[src/rtl/tape_pkg.sv]
// Shared encodings for the tape buffer arbiter: transport mode, memory FSM state and grant source.
package tape_pkg;

  typedef enum logic [1:0] {
    IDLE   = 2'd0,
    PLAY   = 2'd1,
    RECORD = 2'd2
  } mode_e;

  typedef enum logic [1:0] {
    M_IDLE   = 2'd0,
    M_RD     = 2'd1,
    M_WR     = 2'd2,
    M_LDWAIT = 2'd3
  } mstate_e;

  typedef enum logic [1:0] {
    GNT_NONE   = 2'd0,
    GNT_HOST   = 2'd1,
    GNT_SAVER  = 2'd2,
    GNT_LOADER = 2'd3
  } gnt_e;

endpackage

[src/rtl/tape_mem_arbiter_if.sv]
// Byte-wide SDRAM request port: strobes held until a one-cycle ack; read data valid with ack.
interface tape_mem_arbiter_if #(
  parameter int ADDR_W = 24
);
  logic [ADDR_W-1:0] mem_addr;
  logic [7:0]        mem_wdata;
  logic              mem_rd;
  logic              mem_wr;
  logic [7:0]        mem_rdata;
  logic              mem_ack;

  modport master (
    output mem_addr, mem_wdata, mem_rd, mem_wr,
    input  mem_rdata, mem_ack
  );

  modport slave (
    input  mem_addr, mem_wdata, mem_rd, mem_wr,
    output mem_rdata, mem_ack
  );
endinterface

[src/rtl/tape_req_prio.sv]
// Combinational fixed-priority grant: host over saver over loader.
module tape_req_prio
  import tape_pkg::*;
(
  input  logic host_el,
  input  logic sv_el,
  input  logic ld_el,
  output gnt_e gnt
);

  always_comb begin
    gnt = GNT_NONE;
    if (host_el)    gnt = GNT_HOST;
    else if (sv_el) gnt = GNT_SAVER;
    else if (ld_el) gnt = GNT_LOADER;
  end

endmodule

[src/rtl/tape_mem_arbiter.sv]
// Tape byte buffer controller: play/record mode, pointers and length, one SDRAM transaction at a time.
// Grants only from M_IDLE; loader results appear the cycle after mem_ack and hold until ld_req drops.
module tape_mem_arbiter
  import tape_pkg::*;
#(
  parameter int                ADDR_W    = 24,
  parameter logic [ADDR_W-1:0] BASE_ADDR = ADDR_W'(24'h100000)
) (
  input  logic              clk50m,
  input  logic              reset,
  input  logic              cmd_play,
  input  logic              cmd_record,
  input  logic              cmd_stop,
  input  logic              cmd_rewind,
  input  logic              host_wr,
  input  logic [7:0]        host_data,
  input  logic              host_clear,
  output logic              host_busy,
  input  logic              ld_req,
  output logic [7:0]        ld_data,
  output logic              ld_ready,
  output logic              ld_dend,
  input  logic              sv_valid,
  input  logic              sv_end,
  input  logic [7:0]        sv_data,
  output logic              sv_ack,
  output logic              play,
  output logic              recording,
  output logic              overflow,
  output logic [ADDR_W-1:0] tape_len,
  tape_mem_arbiter_if.master mem
);

  localparam logic [ADDR_W-1:0] ADDR_MAX = '1;

  mode_e             mode, mode_nxt;
  mstate_e           mst, mst_nxt;
  gnt_e              gnt, wr_src;
  logic [ADDR_W-1:0] wr_ptr, rd_ptr;
  logic [7:0]        host_byte;
  logic              sv_pend, wclr_pend, rclr_pend;
  logic              host_el, sv_el, ld_el, end_evt, at_limit, do_record;
  logic              wclr_req, rclr_req, wclr_now, rclr_now;

  assign do_record = cmd_record & ~cmd_rewind & ~cmd_stop;
  assign wclr_req  = host_clear | do_record;
  assign rclr_req  = host_clear | cmd_rewind;
  // Clears landing on an in-flight access wait for its ack so the completion cannot undo them.
  assign wclr_now  = (wclr_req | wclr_pend) & ~(mem.mem_wr & ~mem.mem_ack);
  assign rclr_now  = (rclr_req | rclr_pend) & ~(mem.mem_rd & ~mem.mem_ack);

  assign host_el   = host_busy & (mode != PLAY) & ~wclr_req;
  assign sv_el     = (mode == RECORD) & sv_valid & ~sv_pend & ~wclr_req;
  assign ld_el     = (mode == PLAY) & ld_req & ~ld_ready & ~rclr_req;
  assign end_evt   = sv_end & ~sv_valid & ~sv_pend;
  assign at_limit  = (wr_ptr == ADDR_MAX);

  assign play      = (mode == PLAY);
  assign recording = (mode == RECORD);

  tape_req_prio u_prio (
    .host_el (host_el),
    .sv_el   (sv_el),
    .ld_el   (ld_el),
    .gnt     (gnt)
  );

  always_ff @(posedge clk50m) begin
    if (reset) begin
      mode <= IDLE;
      mst  <= M_IDLE;
    end else begin
      mode <= mode_nxt;
      mst  <= mst_nxt;
    end
  end

  always_comb begin
    mode_nxt = mode;
    if (cmd_rewind || cmd_stop)               mode_nxt = IDLE;
    else if (cmd_record)                      mode_nxt = RECORD;
    else if (cmd_play && mode != RECORD)      mode_nxt = PLAY;
    else if (end_evt)                         mode_nxt = IDLE;
  end

  always_comb begin
    mst_nxt = mst;
    case (mst)
      M_IDLE: begin
        if ((gnt == GNT_HOST || gnt == GNT_SAVER) && !at_limit) mst_nxt = M_WR;
        else if (gnt == GNT_LOADER) mst_nxt = (rd_ptr >= tape_len) ? M_LDWAIT : M_RD;
      end
      M_RD:     if (mem.mem_ack) mst_nxt = M_LDWAIT;
      M_WR:     if (mem.mem_ack) mst_nxt = M_IDLE;
      M_LDWAIT: if (!ld_req)     mst_nxt = M_IDLE;
      default:  mst_nxt = M_IDLE;
    endcase
  end

  always_ff @(posedge clk50m) begin
    if (reset) begin
      wr_ptr        <= '0;
      rd_ptr        <= '0;
      tape_len      <= '0;
      overflow      <= 1'b0;
      host_busy     <= 1'b0;
      host_byte     <= '0;
      sv_pend       <= 1'b0;
      sv_ack        <= 1'b0;
      ld_ready      <= 1'b0;
      ld_data       <= '0;
      ld_dend       <= 1'b0;
      wr_src        <= GNT_NONE;
      wclr_pend     <= 1'b0;
      rclr_pend     <= 1'b0;
      mem.mem_addr  <= '0;
      mem.mem_wdata <= '0;
      mem.mem_rd    <= 1'b0;
      mem.mem_wr    <= 1'b0;
    end else begin
      if (sv_pend && !sv_valid && !sv_end) sv_pend <= 1'b0;
      if (end_evt) begin
        sv_ack  <= ~sv_ack;
        sv_pend <= 1'b1;
      end
      case (mst)
        M_IDLE: begin
          if (gnt == GNT_HOST || gnt == GNT_SAVER) begin
            wr_src <= gnt;
            if (at_limit) begin
              // Dropped write still completes the requester's handshake.
              overflow <= 1'b1;
              if (gnt == GNT_HOST) host_busy <= 1'b0;
              else begin
                sv_ack  <= ~sv_ack;
                sv_pend <= 1'b1;
              end
            end else begin
              mem.mem_wr    <= 1'b1;
              mem.mem_addr  <= BASE_ADDR + wr_ptr;
              mem.mem_wdata <= (gnt == GNT_HOST) ? host_byte : sv_data;
            end
          end else if (gnt == GNT_LOADER) begin
            if (rd_ptr >= tape_len) begin
              ld_data  <= '0;
              ld_dend  <= 1'b1;
              ld_ready <= 1'b1;
            end else begin
              mem.mem_rd   <= 1'b1;
              mem.mem_addr <= BASE_ADDR + rd_ptr;
            end
          end
        end
        M_RD: if (mem.mem_ack) begin
          mem.mem_rd <= 1'b0;
          ld_data    <= mem.mem_rdata;
          ld_dend    <= 1'b0;
          ld_ready   <= 1'b1;
          rd_ptr     <= rd_ptr + ADDR_W'(1);
        end
        M_WR: if (mem.mem_ack) begin
          mem.mem_wr <= 1'b0;
          wr_ptr     <= wr_ptr + ADDR_W'(1);
          tape_len   <= wr_ptr + ADDR_W'(1);
          if (wr_src == GNT_HOST) host_busy <= 1'b0;
          else begin
            sv_ack  <= ~sv_ack;
            sv_pend <= 1'b1;
          end
        end
        M_LDWAIT: if (!ld_req) ld_ready <= 1'b0;
        default: ;
      endcase
      if (host_wr) begin
        host_byte <= host_data;
        host_busy <= 1'b1;
      end
      if (do_record) overflow <= 1'b0;
      if (wclr_now) begin
        wr_ptr    <= '0;
        tape_len  <= '0;
        wclr_pend <= 1'b0;
      end else if (wclr_req) begin
        wclr_pend <= 1'b1;
      end
      if (rclr_now) begin
        rd_ptr    <= '0;
        rclr_pend <= 1'b0;
      end else if (rclr_req) begin
        rclr_pend <= 1'b1;
      end
    end
  end

endmodule

[src/flat_wrapper.sv]
// flat-port wrapper written by rule: the top's interface ports become plain ports
module tape_mem_arbiter_flat import tape_pkg::*;
#(
  parameter int                ADDR_W    = 24,
  parameter logic [ADDR_W-1:0] BASE_ADDR = ADDR_W'(24'h100000)
)
  (clk50m, reset, cmd_play, cmd_record, cmd_stop, cmd_rewind, host_wr, host_data, host_clear, host_busy, ld_req, ld_data, ld_ready, ld_dend, sv_valid, sv_end, sv_data, sv_ack, play, recording, overflow, tape_len, mem_mem_addr, mem_mem_wdata, mem_mem_rd, mem_mem_wr, mem_mem_rdata, mem_mem_ack);
  tape_mem_arbiter_if #(.ADDR_W(ADDR_W)) mem_i ();
  input  logic clk50m;
  input  logic reset;
  input  logic cmd_play;
  input  logic cmd_record;
  input  logic cmd_stop;
  input  logic cmd_rewind;
  input  logic host_wr;
  input  logic [7:0] host_data;
  input  logic host_clear;
  output logic host_busy;
  input  logic ld_req;
  output logic [7:0] ld_data;
  output logic ld_ready;
  output logic ld_dend;
  input  logic sv_valid;
  input  logic sv_end;
  input  logic [7:0] sv_data;
  output logic sv_ack;
  output logic play;
  output logic recording;
  output logic overflow;
  output logic [ADDR_W-1:0] tape_len;
  output wire logic [$bits(mem_i.mem_addr)-1:0] mem_mem_addr;
  output wire logic [$bits(mem_i.mem_wdata)-1:0] mem_mem_wdata;
  output wire logic [$bits(mem_i.mem_rd)-1:0] mem_mem_rd;
  output wire logic [$bits(mem_i.mem_wr)-1:0] mem_mem_wr;
  input wire logic [$bits(mem_i.mem_rdata)-1:0] mem_mem_rdata;
  input wire logic [$bits(mem_i.mem_ack)-1:0] mem_mem_ack;
  assign mem_mem_addr = mem_i.mem_addr;
  assign mem_mem_wdata = mem_i.mem_wdata;
  assign mem_mem_rd = mem_i.mem_rd;
  assign mem_mem_wr = mem_i.mem_wr;
  assign mem_i.mem_rdata = mem_mem_rdata;
  assign mem_i.mem_ack = mem_mem_ack;
  tape_mem_arbiter #(.ADDR_W(ADDR_W), .BASE_ADDR(BASE_ADDR)) u_core (.clk50m(clk50m), .reset(reset), .cmd_play(cmd_play), .cmd_record(cmd_record), .cmd_stop(cmd_stop), .cmd_rewind(cmd_rewind), .host_wr(host_wr), .host_data(host_data), .host_clear(host_clear), .host_busy(host_busy), .ld_req(ld_req), .ld_data(ld_data), .ld_ready(ld_ready), .ld_dend(ld_dend), .sv_valid(sv_valid), .sv_end(sv_end), .sv_data(sv_data), .sv_ack(sv_ack), .play(play), .recording(recording), .overflow(overflow), .tape_len(tape_len), .mem(mem_i));
endmodule
[config.mk]
export PLATFORM = sky130hd
export DESIGN_NAME = tape_mem_arbiter_flat
export DESIGN_NICKNAME = d
export VERILOG_FILES = /design/src/rtl/tape_pkg.sv /design/src/rtl/tape_mem_arbiter_if.sv /design/src/rtl/tape_req_prio.sv /design/src/rtl/tape_mem_arbiter.sv /design/src/flat_wrapper.sv
export SDC_FILE = /design/constraint.sdc
export NUM_CORES = 1
export LEC_CHECK = 0
export CORE_UTILIZATION = 26
export DETAILED_ROUTE_END_ITERATION = 10
export SLEW_MARGIN = 20
export SYNTH_ARGS = -nofsm -noshare
export SYNTH_HDL_FRONTEND = slang
export SYNTH_HIERARCHICAL = 1
export SYNTH_SLANG_ARGS = --single-unit
[constraint.sdc]
create_clock -name clk50m -period 4.6 [get_ports clk50m]
set_input_delay 0.92 -clock clk50m [delete_from_list [all_inputs] [get_ports clk50m]]
set_output_delay 0.92 -clock clk50m [all_outputs]
set_load 0.02 [all_outputs]
==> metrics.md <==
| Metric | Value |
|---|---|
| Portion of synthesized cell area occupied by the leading cell type | `slightly below 40%` |
| Max frequency | `0.258 GHz` |
| Min-delay worst type | `reg2reg` |
| Ratio of cells with drive above 1 in the final layout | `under 10%` |
| Ratio of final minimum period to clock period | `between 80 and 90%` |
| Post-CTS repair timing setup buffer count | `0` |
| Worst Clk Skew | `around 16 ps` |
| Top_reg_cell synth | `sky130_fd_sc_hd__dfxtp_1` |
| Cell mode on critical path | `sky130_fd_sc_hd__nor2_1` |
| Number of remaining DRC errors | `0` |
| Ys async rst share | `0%` |
| Sequential cell area | `2240 µm²` |
| Row Count | `between 50 and 60` |
| Post-synth EDFFs | `0` |
| Synthesized area per cell | `just under 9 µm²` |
| Max-capacitance violation count | `0` |
| Result of the run | `finished, final reports clean` |
| Slew at the pin closest to its max-slew limit | `just under 1000 ps` |
| Final period demand of the worst path | `~3900 ps` |
| LEAKAGE | `approximately 2.8 nW` |
| Number of clock buffers inserted by TritonCTS | `9` |
| Drt pass-1 iters | `4` |
| DIE WIDTH | `152 µm` |
| Worst IR Drop VDD | `approximately 0.15 mV` |
| Worst flop-to-flop path endpoint | `u_core/mem.mem_addr[12]` |
| Post-synthesis instance area | `approximately 6000 µm²` |
| Maximum number of pins on one net before global-route repair | `45` |
| Half-perimeter wire length after placement | `between 10000 and 15000 µm` |
| Final hold violation count | `0` |
| Final Net Count | `between 800 and 900` |
| Total via count after detailed routing | `4760` |
| Worst hold path startpoint | `u_core/wr_src[1]` |
| Synth-to-layout area growth | `29.3%` |
| Detailed router's first-iteration violation count | `roughly 260` |
| YS warnings | `6` |
| CTS Hold Buffers Added | `0` |
| Commonest non-fill, non-tap cell in the layout | `sky130_fd_sc_hd__dfxtp_1` |
| Gp weighted congestion | `0.743` |
| Worst setup margin | `729 ps` |
| Fill cell instance count of the final layout | `about 2300` |
| Initial core utilization | `about a quarter` |
| Clock tree from TritonCTS | `yes` |
| Required @ worst endpoint | `about 4900 ps` |
| Max FO, Critical Path | `14` |
| Die outline height | `about 150 µm` |
| Final TNS setup | `0 ps` |
| Via count normalized by instance count | `between 4 and 5` |
| Clock-pin transition on the worst setup and hold timing paths | `80 ps` |
| WP data arrival | `roughly 4100 ps` |
| Placed inst area | `just over 7000 µm²` |
| Most frequent cells in the layout | `sky130_fd_sc_hd__dfxtp_1 (112), sky130_fd_sc_hd__nor2_1 (108), sky130_fd_sc_hd__clkdlybuf4s50_1 (107), sky130_fd_sc_hd__mux2i_1 (44), sky130_fd_sc_hd__nand2_1 (41)` |
| Worst reg-to-reg path cell count | `11` |
| Wire length of the first global-routing pass | `about 24000 µm` |
| Multi-input gate area | `3350 µm²` |
| Distinct cell type count after synthesis | `between 40 and 50` |
| Detailed-route wire length per cell | `14.5 µm` |
| End point of the most critical hold path | `u_core/wr_src[1]` |
| Setup Slack @ Placement | `~200 ps` |
| Power per cell area | `around 260 nW/µm²` |
| I/O pin count | `109` |
| Number of standard cells after synthesis | `between 600 and 700` |
| Reg2Reg Launch Point | `u_core/mode[1]` |
| CTS root buffer | `sky130_fd_sc_hd__clkbuf_16` |
| Cell breakdown of the critical path | `clkdlybuf4s50_1 > or3_1 > nor3_1 > nor2_1 > nor2_1 > inv_1 > ha_1 > nor4b_1 > a21oi_4 > buf_16 > mux2_4` |
| Total number of H-tree levels | `3` |
| Cells taking the most area after synthesis | `sky130_fd_sc_hd__dfxtp_1 (38%), sky130_fd_sc_hd__mux2i_1 (7.6%), sky130_fd_sc_hd__nor2_1 (7.0%)` |
| Endpoints failing setup | `0` |
| Port buffer count | `108` |
| Count of nets left with antenna violations after detail routing | `0` |
| Library cell with the largest summed area after synthesis | `sky130_fd_sc_hd__dfxtp_1` |
| Post-CTS Resized | `0` |
| Net count after synthesis | `721` |
| CP peak stage delay | `560 ps` |
| Die Outline Area | `roughly 23000 µm²` |
| Pins Over Slew Limit | `0` |
| Reg2Reg Setup Slack | `1270 ps` |
| Core ar. | `roughly 22000 µm²` |
| Antenna violations before repair | `0` |
| Clk sinks | `about 110` |
| Normalized max-slew margin | `about a third` |
| Setup repair after global routing missed its margin | `false` |
| Final global-route overflow total | `0` |
| Worst Hold Path Cells | `2` |
| Overall track demand over capacity in global routing | `13.3%` |
| Wire length after detailed routing | `15100 µm` |
| Latest clock arrival within the worst-skew pair | `around 360 ps` |
| Sequential element share of the synthesized area | `between 30% and 40%` |
| CP max-delay cell | `sky130_fd_sc_hd__nor4b_1` |
| Type of the worst setup path | `in2reg` |
| Category of the worst setup path capture point | `flop` |
| Antenna diodes | `0` |
| Register bit count reported by yosys | `112` |
| Kind of launch point of the worst setup path | `input pin` |
| Vias in the first global route | `around 4500` |
| Final standard cell area without fillers | `about 7500 µm²` |
| Longest Clk Path Bufs | `2` |
state kept, by name, indices dropped and copies added (netlist names), 2 cells and up:
name                  flops
u_core/ld_data            8
u_core/mode               2
u_core/host_byte          8
u_core/mem.mem_addr      24
u_core/wr_src             2
u_core/mst                2
u_core/mem.mem_wdata      8
u_core/wr_ptr            24
u_core/rd_ptr            24
routing by layer:
layer	track usage (%)	up-vias	part of all wire (%)
li1	-	2446	-
met1	17.7	2231	49
met2	21.0	69	45
met3	2.66	14	4.1
met4	4.90	0	2.0
met5	0	-	0
stage by stage:
stage / util [%] / hold slack [ps] / instances / power [W]
after floorplan: - / 431 / 655 / 0.00110
after global placement: 32.9 / 441 / 1023 / 0.00117
after detailed placement: 32.9 / 447 / 1023 / 0.00117
after CTS: 34.3 / 458 / 1039 / 0.00201
after global routing: 34.4 / 489 / 1040 / 0.00206
final: 34.4 / 459 / 1040 / 0.00198
how the worst max path moves through the flow:
stage | startpoint | end
after global placement | cmd_rewind | u_core/mem.mem_addr[19]
after CTS | cmd_rewind | u_core/mem.mem_addr[0]
after detailed placement | cmd_rewind | u_core/mem.mem_addr[19]
after floorplan | host_clear | u_core/mem.mem_addr[7]
after global routing | cmd_rewind | u_core/mem.mem_addr[12]
final | cmd_rewind | u_core/mem.mem_addr[12]
cells in the mapped netlist, types with 12 or more instances:
cell type / instances
sky130_fd_sc_hd__inv_1: 33
sky130_fd_sc_hd__nor2b_1: 28
sky130_fd_sc_hd__mux2_4: 18
sky130_fd_sc_hd__dfxtp_1: 112
sky130_fd_sc_hd__nor3_1: 13
sky130_fd_sc_hd__clkbuf_1: 22
sky130_fd_sc_hd__nand4_1: 12
sky130_fd_sc_hd__nor2_1: 108
sky130_fd_sc_hd__xor2_1: 20
sky130_fd_sc_hd__mux2i_1: 44
sky130_fd_sc_hd__nand3_1: 19
sky130_fd_sc_hd__ha_1: 30
sky130_fd_sc_hd__nand2_1: 41
sky130_fd_sc_hd__a21oi_1: 26
sky130_fd_sc_hd__xnor2_1: 25
worst max-delay path, delay by kind of cell:
| family | cells | cell delay [ps] |
|---|---|---|
| fa+ha+maj | 1 | 390 |
| simple gates | 5 | 1410 |
| mux | 1 | 300 |
| compound gates | 1 | 280 |
| buf+inv | 3 | 810 |
final cells by class:
type | instances | area share (%)
Sequential cell | 112 | 29.7
Clock buffer | 9 | 2.99
Timing Repair Buffer | 118 | 15.5
Inverter | 33 | 1.64
Clock inverter | 7 | 1.10
Multi-Input combinational cell | 481 | 44.4
Tap cell | 280 | 4.65
power by group:
group / leakage [nW] / internal (W) / switching (W)
Combinational: 1.70 / 0.0000761 / 0.0000821
Clock: 0.152 / 0.000434 / 0.000395
Sequential: 0.906 / 0.000983 / 0.00000947
Total: 2.76 / 0.00149 / 0.000486
logic make-up (layout without fill, tap and decap cells):
| family | Yosys count | count (layout) | share of synthesized area [%] |
|---|---|---|---|
| buf+inv | 62 | 167 | 4.25 |
| xor+xnor | 45 | 45 | 6.76 |
| compound gates | 81 | 81 | 9.27 |
| flops | 112 | 112 | 38.4 |
| fa+ha+maj | 30 | 30 | 6.44 |
| simple gates | 258 | 258 | 21.7 |
| mux | 67 | 67 | 13.2 |
No activity file was read; power rests on OpenSTA's default activity.
